`config.mk`:
```
export PLATFORM = sky130hd
export DESIGN_NAME = spi_reg_bridge_flat
export DESIGN_NICKNAME = d
export VERILOG_FILES = /design/src/rtl/spi_bridge_pkg.sv /design/src/rtl/spi_reg_bridge_if.sv /design/src/rtl/spi_reg_bridge_sync_2ff.sv /design/src/rtl/spi_reg_bridge.sv /design/src/flat_wrapper.sv
export SDC_FILE = /design/constraint.sdc
export NUM_CORES = 1
export LEC_CHECK = 0
export ABC_AREA = 1
export BUFFER_PORTS_ARGS = -buffer_cell sky130_fd_sc_hd__buf_2
export CAP_MARGIN = 15
export CELL_PAD_IN_SITES_DETAIL_PLACEMENT = 0
export CELL_PAD_IN_SITES_GLOBAL_PLACEMENT = 1
export CORE_MARGIN = 2
export CORE_UTILIZATION = 40
export CTS_CLUSTER_SIZE = 25
export DETAILED_ROUTE_END_ITERATION = 6
export PLACE_DENSITY = 0.92
export SYNTH_ARGS = -nofsm -noshare
export SYNTH_HDL_FRONTEND = slang
export SYNTH_SLANG_ARGS = --single-unit
```
`constraint.sdc`:
```
create_clock -name clk -period 4 [get_ports clk]
set_clock_uncertainty 0.15 [all_clocks]
set_input_delay 0.8 -clock clk [delete_from_list [all_inputs] [get_ports clk]]
set_output_delay 0.8 -clock clk [all_outputs]
set_load 0.005 [all_outputs]
```
`src/rtl/spi_bridge_pkg.sv`:
```
// Shared types and command-word field positions for the SPI-to-register bridge.
package spi_bridge_pkg;

  typedef enum logic [1:0] {
    IDLE,
    WR_BURST,
    RD_BURST,
    DRAIN
  } state_e;

  localparam int CMD_WR_BIT  = 15;
  localparam int CMD_CNT_MSB = 14;
  localparam int CMD_CNT_LSB = 8;

  localparam logic [15:0] STATUS_WORD_DEF = 16'hA55A;

endpackage

```
`src/rtl/spi_reg_bridge_if.sv`:
```
// Local register bus between the bridge (master) and the register file (slave).
interface spi_reg_bridge_if #(
  parameter int ADDR_W = 8
);
  logic [ADDR_W-1:0] reg_addr;
  logic [15:0]       reg_wdata;
  logic              reg_we;
  logic              reg_re;
  logic [15:0]       reg_rdata;

  modport master (
    output reg_addr, reg_wdata, reg_we, reg_re,
    input  reg_rdata
  );

  modport slave (
    input  reg_addr, reg_wdata, reg_we, reg_re,
    output reg_rdata
  );
endinterface

```
`src/rtl/spi_reg_bridge_sync_2ff.sv`:
```
// Two-flop synchronizer with a selectable reset value.
module sync_2ff #(
  parameter logic RST_VAL = 1'b1
) (
  input  logic clk,
  input  logic rst,
  input  logic d,
  output logic q
);
  logic s1_q, s2_q;

  always_ff @(posedge clk) begin
    if (rst) begin
      s1_q <= RST_VAL;
      s2_q <= RST_VAL;
    end else begin
      s1_q <= d;
      s2_q <= s1_q;
    end
  end

  assign q = s2_q;
endmodule

```
`src/rtl/spi_reg_bridge.sv`:
```
// Decodes SPI command words into auto-incrementing register read/write bursts;
// read data is returned one SPI word late because the shifter latches tx_data at word end.
module spi_reg_bridge
  import spi_bridge_pkg::*;
#(
  parameter int          ADDR_W      = 8,
  parameter logic [15:0] STATUS_WORD = STATUS_WORD_DEF
) (
  input  logic              clk,
  input  logic              rst,
  input  logic              ss,
  input  logic              rx_done,
  input  logic [15:0]       rx_data,
  output logic [15:0]       tx_data,
  spi_reg_bridge_if.master  bus,
  output logic              busy
);

  logic ss_s;

  sync_2ff #(.RST_VAL(1'b1)) u_ss_sync (
    .clk (clk),
    .rst (rst),
    .d   (ss),
    .q   (ss_s)
  );

  state_e            state_q, state_d;
  logic [ADDR_W-1:0] addr_ptr_q, addr_ptr_d;
  logic [7:0]        remaining_q, remaining_d;
  logic [15:0]       tx_data_q, tx_data_d;
  logic [ADDR_W-1:0] reg_addr_q, reg_addr_d;
  logic [15:0]       reg_wdata_q, reg_wdata_d;
  logic              reg_we_q, reg_we_d;
  logic              reg_re_q, reg_re_d;
  logic              cap_pend_q, cap_pend_d;

  logic [ADDR_W-1:0] cmd_addr;
  logic [6:0]        cmd_cnt_m1;

  assign cmd_addr   = rx_data[ADDR_W-1:0];
  assign cmd_cnt_m1 = rx_data[CMD_CNT_MSB:CMD_CNT_LSB];

  always_comb begin
    state_d     = state_q;
    addr_ptr_d  = addr_ptr_q;
    remaining_d = remaining_q;
    tx_data_d   = tx_data_q;
    reg_addr_d  = reg_addr_q;
    reg_wdata_d = reg_wdata_q;
    reg_we_d    = 1'b0;
    reg_re_d    = 1'b0;
    // reg_rdata is valid the cycle after the strobe, so capture one cycle later
    cap_pend_d  = reg_re_q;

    if (cap_pend_q) tx_data_d = bus.reg_rdata;

    // Deselect beats everything, including a word completing in the same cycle
    if (ss_s) begin
      state_d    = IDLE;
      cap_pend_d = 1'b0;
      tx_data_d  = STATUS_WORD;
    end else if (rx_done) begin
      unique case (state_q)
        IDLE: begin
          if (rx_data[CMD_WR_BIT]) begin
            state_d     = WR_BURST;
            addr_ptr_d  = cmd_addr;
            remaining_d = 8'(cmd_cnt_m1) + 8'd1;
          end else begin
            // first read goes out straight from the command word
            state_d     = RD_BURST;
            reg_re_d    = 1'b1;
            reg_addr_d  = cmd_addr;
            addr_ptr_d  = cmd_addr + ADDR_W'(1);
            remaining_d = 8'(cmd_cnt_m1);
          end
        end
        WR_BURST: begin
          reg_we_d    = 1'b1;
          reg_wdata_d = rx_data;
          reg_addr_d  = addr_ptr_q;
          addr_ptr_d  = addr_ptr_q + ADDR_W'(1);
          remaining_d = remaining_q - 8'd1;
          if (remaining_q == 8'd1) state_d = DRAIN;
        end
        RD_BURST: begin
          if (remaining_q != 8'd0) begin
            reg_re_d    = 1'b1;
            reg_addr_d  = addr_ptr_q;
            addr_ptr_d  = addr_ptr_q + ADDR_W'(1);
            remaining_d = remaining_q - 8'd1;
          end else begin
            state_d = DRAIN;
          end
        end
        DRAIN: tx_data_d = STATUS_WORD;
        default: state_d = IDLE;
      endcase
    end
  end

  always_ff @(posedge clk) begin
    if (rst) begin
      state_q     <= IDLE;
      addr_ptr_q  <= '0;
      remaining_q <= '0;
      tx_data_q   <= STATUS_WORD;
      reg_addr_q  <= '0;
      reg_wdata_q <= '0;
      reg_we_q    <= 1'b0;
      reg_re_q    <= 1'b0;
      cap_pend_q  <= 1'b0;
    end else begin
      state_q     <= state_d;
      addr_ptr_q  <= addr_ptr_d;
      remaining_q <= remaining_d;
      tx_data_q   <= tx_data_d;
      reg_addr_q  <= reg_addr_d;
      reg_wdata_q <= reg_wdata_d;
      reg_we_q    <= reg_we_d;
      reg_re_q    <= reg_re_d;
      cap_pend_q  <= cap_pend_d;
    end
  end

  assign tx_data       = tx_data_q;
  assign bus.reg_addr  = reg_addr_q;
  assign bus.reg_wdata = reg_wdata_q;
  assign bus.reg_we    = reg_we_q;
  assign bus.reg_re    = reg_re_q;
  assign busy          = (state_q != IDLE);

endmodule

```
`src/flat_wrapper.sv`:
```
// flat-port wrapper written by rule: the top's interface ports become plain ports
module spi_reg_bridge_flat import spi_bridge_pkg::*;
#(
  parameter int          ADDR_W      = 8,
  parameter logic [15:0] STATUS_WORD = STATUS_WORD_DEF
)
  (clk, rst, ss, rx_done, rx_data, tx_data, busy, bus_reg_addr, bus_reg_wdata, bus_reg_we, bus_reg_re, bus_reg_rdata);
  spi_reg_bridge_if #(.ADDR_W(ADDR_W)) bus_i ();
  input  logic clk;
  input  logic rst;
  input  logic ss;
  input  logic rx_done;
  input  logic [15:0] rx_data;
  output logic [15:0] tx_data;
  output logic busy;
  output wire logic [$bits(bus_i.reg_addr)-1:0] bus_reg_addr;
  output wire logic [$bits(bus_i.reg_wdata)-1:0] bus_reg_wdata;
  output wire logic [$bits(bus_i.reg_we)-1:0] bus_reg_we;
  output wire logic [$bits(bus_i.reg_re)-1:0] bus_reg_re;
  input wire logic [$bits(bus_i.reg_rdata)-1:0] bus_reg_rdata;
  assign bus_reg_addr = bus_i.reg_addr;
  assign bus_reg_wdata = bus_i.reg_wdata;
  assign bus_reg_we = bus_i.reg_we;
  assign bus_reg_re = bus_i.reg_re;
  assign bus_i.reg_rdata = bus_reg_rdata;
  spi_reg_bridge #(.ADDR_W(ADDR_W), .STATUS_WORD(STATUS_WORD)) u_core (.clk(clk), .rst(rst), .ss(ss), .rx_done(rx_done), .rx_data(rx_data), .tx_data(tx_data), .bus(bus_i), .busy(busy));
endmodule
```
==> results by group <==
Yosys
  – Yosys warnings: 0
  – Synth unique cells: 34
  – Sequential-to-total area share from yosys stat: 38.3%
  – Mux cell area share after synthesis: 0%
  – Post-synth top flop: dfxtp_1
  – Yosys reg bits: 63
  – Post-synth ARST share: 0%
  – Adder-cell share of the synthesized area: 3.42%
  – Avg Cell Area, Syn: 6.66 um^2
  – Simple-Gate Fraction of Synth Area: 35.2%
  – Leading area contributor after synthesis: dfxtp_1
  – Post-synth EDFFs: 0
  – Ranking of synthesized cells by area: dfxtp_1 (38%), nand2_1 (16%), nor2_1 (8.4%)
  – Synthesized area: 0.00330 mm^2
  – Post-synthesis cell count: 495
  – Compound-Gate Fraction of Synth Area: 13.2%
  – Post-synth top area share: 38.3%
  – Mapped Nets: 540
  – Synth Area in XOR/XNOR: 0.797%
  – Largest family of logic cells by synthesized area: simple AND/OR/NAND/NOR gates

STA
  – Worst slew margin: 35.2%
  – Worst-Margin Slew: 0.971 ns
  – Final setup TNS: 0 ns
  – Final setup margin: 1.56 ns
  – FMAX: 410 MHz
  – Final setup violation count: 0
  – RSZ-0062 raised after global routing: no
  – Pins Over Slew Limit: 0
  – Final hold vios: 0
  – Fin crit period: 2.44 ns
  – Tcrit/Tclk final: 61.0%

Clocking
  – H-tree level count: 3
  – Post-CTS Setup Bufs: 0
  – CTS tree: built
  – Post_cts resized: 0
  – TritonCTS Buffers: 9
  – CTS sink count: 63
  – Maximum clock insertion buffer count: 2
  – Post-CTS Hold Fix Bufs: 0
  – Clock slew at reported path FFs: 0.08 ns
  – Root Buffer: clkbuf_8
  – Clk_lat worst skew: 0.34 ns

Placement
  – Input/output buffers: 78
  – Worst slack, placed: 1.57 ns
  – Placer Congestion: 0.850
  – Hpwl dp: 5.89 mm
  – Post-place instance area: 0.00372 mm^2

Floorplan
  – Initial Util: 40.7%
  – Area of the core: 0.00809 mm^2
  – Die X: 94.8 um
  – FP Rows: 33
  – Die area: 0.00898 mm^2
  – IO Count: 79
  – DIE HEIGHT: 94.8 um

Hold path
  – Worst Hold Class: flip-flop to flip-flop
  – Hold Crit Start: u_core.u_ss_sync.s1_q$_SDFF_PP1_
  – Hold endpoint: u_core.u_ss_sync.q$_SDFF_PP1_
  – Hold Path Depth: 1

Drt
  – Wirelength per Cell: 12.0 um
  – Wirelength, routed: 8.13 mm
  – Initial drt markers: 139
  – DR vias: 3273
  – Via density: 4.84
  – Residual DRC: 0
  – Drt first pass iters: 4
  – Antenna viol nets, final: 0

Global routing
  – Initial antenna violation count: 0
  – Grt total ovfl: 0
  – Global-route wire length before repair: 13.5 mm
  – Vias in the first global route: 3006
  – GR Util met3: 3.51%
  – Met1 Use GR: 25.5%
  – Global route hottest layer: met2
  – Largest net degree at the start of global routing: 37
  – Global routing usage on met2: 30.6%
  – Tot GR Track Use: 19.1%

Setup path
  – Critical-path cell list: inv_1 -> ha_1 -> buf_4 -> clkinv_1 -> nand2_1 -> inv_1 -> nand2_1 -> o211ai_1 -> o21ai_0 -> nor2_1
  – Cell count of the worst reg-to-reg path: 10
  – Reg2Reg Launch Point: u_core.state_q[1]$_SDFFE_PP0P_
  – Crit Path Max Fanout: 29
  – WP buf/inv: 4
  – Required time of the worst setup path: 4.09 ns
  – Family with the most delay on the worst path: buffers and inverters
  – Slowest CP cell: clkinv_1
  – Setup crit end kind: flip-flop
  – Worst R2R End: u_core.remaining_q[1]$_SDFFE_PP0P_
  – Crit path DAT: 2.53 ns
  – WS Path Type: flip-flop to flip-flop
  – Startpoint Class: flip-flop
  – R2R setup slack: 1.56 ns
  – Critical Path Max Stage Delay: 0.49 ns

Power
  – Peak supply drop: 0.165 mV
  – Pwr dens: 358 mW/mm^2
  – Leak pwr: 1.96 nW

Finish
  – # diodes: 0
  – Nets@finish: 611
  – Fraction of layout cells with a size suffix above 1: 19.4%
  – Post-route cell area: 0.00395 mm^2
  – Layout Utilization: 48.7%
  – Area Overhead vs Synth: 19.7%

Status
  – Status: finished, final reports clean

Job
  – Max Cap Viol: 0
## metal layers
layer	wire (um)	share of wire, %
met2	3460	42
met3	559	6.9
met1	4020	49
met5	0	0
met4	98	1.2
## worst max path at each step
stage	cells after the start	slack (ns)	to	from
global placement	10	1.65	u_core.addr_ptr_q[1]$_SDFFE_PP0P_	u_core.state_q[0]$_SDFFE_PP0P_
floorplan	9	2.15	u_core.addr_ptr_q[7]$_SDFFE_PP0P_	rx_data[15]
global route	10	1.36	u_core.addr_ptr_q[1]$_SDFFE_PP0P_	u_core.state_q[0]$_SDFFE_PP0P_
CTS	10	1.57	u_core.remaining_q[1]$_SDFFE_PP0P_	u_core.state_q[1]$_SDFFE_PP0P_
finish	10	1.56	u_core.remaining_q[1]$_SDFFE_PP0P_	u_core.state_q[1]$_SDFFE_PP0P_
detailed placement	10	1.57	u_core.remaining_q[1]$_SDFFE_PP0P_	u_core.state_q[1]$_SDFFE_PP0P_
## placed cells by master, fill, tap and decap left out
cell type,Yosys,final
nor3b_1,1,1
ha_1,9,9
nor2_8,1,1
o211ai_1,1,1
xnor2_1,1,1
nand3_1,37,37
buf_4,0,1
nand2_2,1,1
nor2_2,1,1
nand2_1,137,137
inv_1,50,50
clkinvlp_4,0,1
or2_2,3,3
clkbuf_8,0,10
clkinv_2,0,1
nor2_4,2,2
nand3b_1,1,1
inv_2,1,1
nand4_1,7,7
clkinv_1,1,1
nand3_4,1,1
a21boi_4,1,1
a21oi_2,2,2
buf_2,5,78
clkinv_4,0,1
o22ai_1,1,1
o21ai_1,3,3
xor2_1,2,2
o21ai_0,39,39
dfxtp_1,63,63
o21bai_1,3,3
a21oi_1,29,29
o21ai_2,1,1
bufinv_16,0,2
clkbuf_1,10,1
nand2_4,3,3
nor2_1,74,74
## registers in the layout, indices dropped and copies added, names as in the netlist
register and cells:
u_core.bus.reg_wdata 16, u_core.tx_data 16, u_core.addr_ptr_q 8, u_core.bus.reg_addr 8
u_core.remaining_q 8, u_core.state_q 2, u_core.bus.reg_re 1, u_core.bus.reg_we 1
u_core.cap_pend_q 1, u_core.u_ss_sync.q 1, u_core.u_ss_sync.s1_q 1
## Yosys cell counts (2+ instances only)
| master | number |
|---|---|
| nand2_1 | 137 |
| nor2_1 | 74 |
| dfxtp_1 | 63 |
| inv_1 | 50 |
| o21ai_0 | 39 |
| nand3_1 | 37 |
| a21oi_1 | 29 |
| clkbuf_1 | 10 |
| ha_1 | 9 |
| nand4_1 | 7 |
| buf_2 | 5 |
| nand2_4 | 3 |
| o21ai_1 | 3 |
| o21bai_1 | 3 |
| or2_2 | 3 |
| a21oi_2 | 2 |
| buf_6 | 2 |
| nor2_4 | 2 |
| xor2_1 | 2 |
## cell type report
class / count / area [um^2]
clock inverter: 5 / 81.3
clock buffer: 11 / 141
timing repair buffer: 79 / 398
fill: 858 / 4150
multi-input combinational: 361 / 1740
tap: 105 / 131
sequential: 63 / 1260
inverter: 52 / 195
## per-stage QoR
stage	hold slack [ns]	total power, mW	std cells
6_report	0.266	1.41	676
5_1_grt	0.294	1.47	676
4_1_cts	0.271	1.42	676
3_5_place_dp	0.254	0.799	660
3_3_place_gp	0.244	0.797	660
2_1_floorplan	0.239	0.752	495
## logic make-up after synthesis
family	after synthesis
AOI/OAI and AO/OA	80
DFF	63
adders and majority gates	9
buffers and inverters	71
xor gates and xnor gates	3
and+or+nand+nor	269
## power breakdown
| part | leakage [nW] | switching, mW | internal [mW] |
|---|---|---|---|
| registers | 0.510 | 0.00932 | 0.636 |
| logic | 1.34 | 0.0876 | 0.0518 |
| clock network | 0.110 | 0.260 | 0.368 |
| total | 1.96 | 0.357 | 1.06 |
Power figures use the tool's default switching activity.
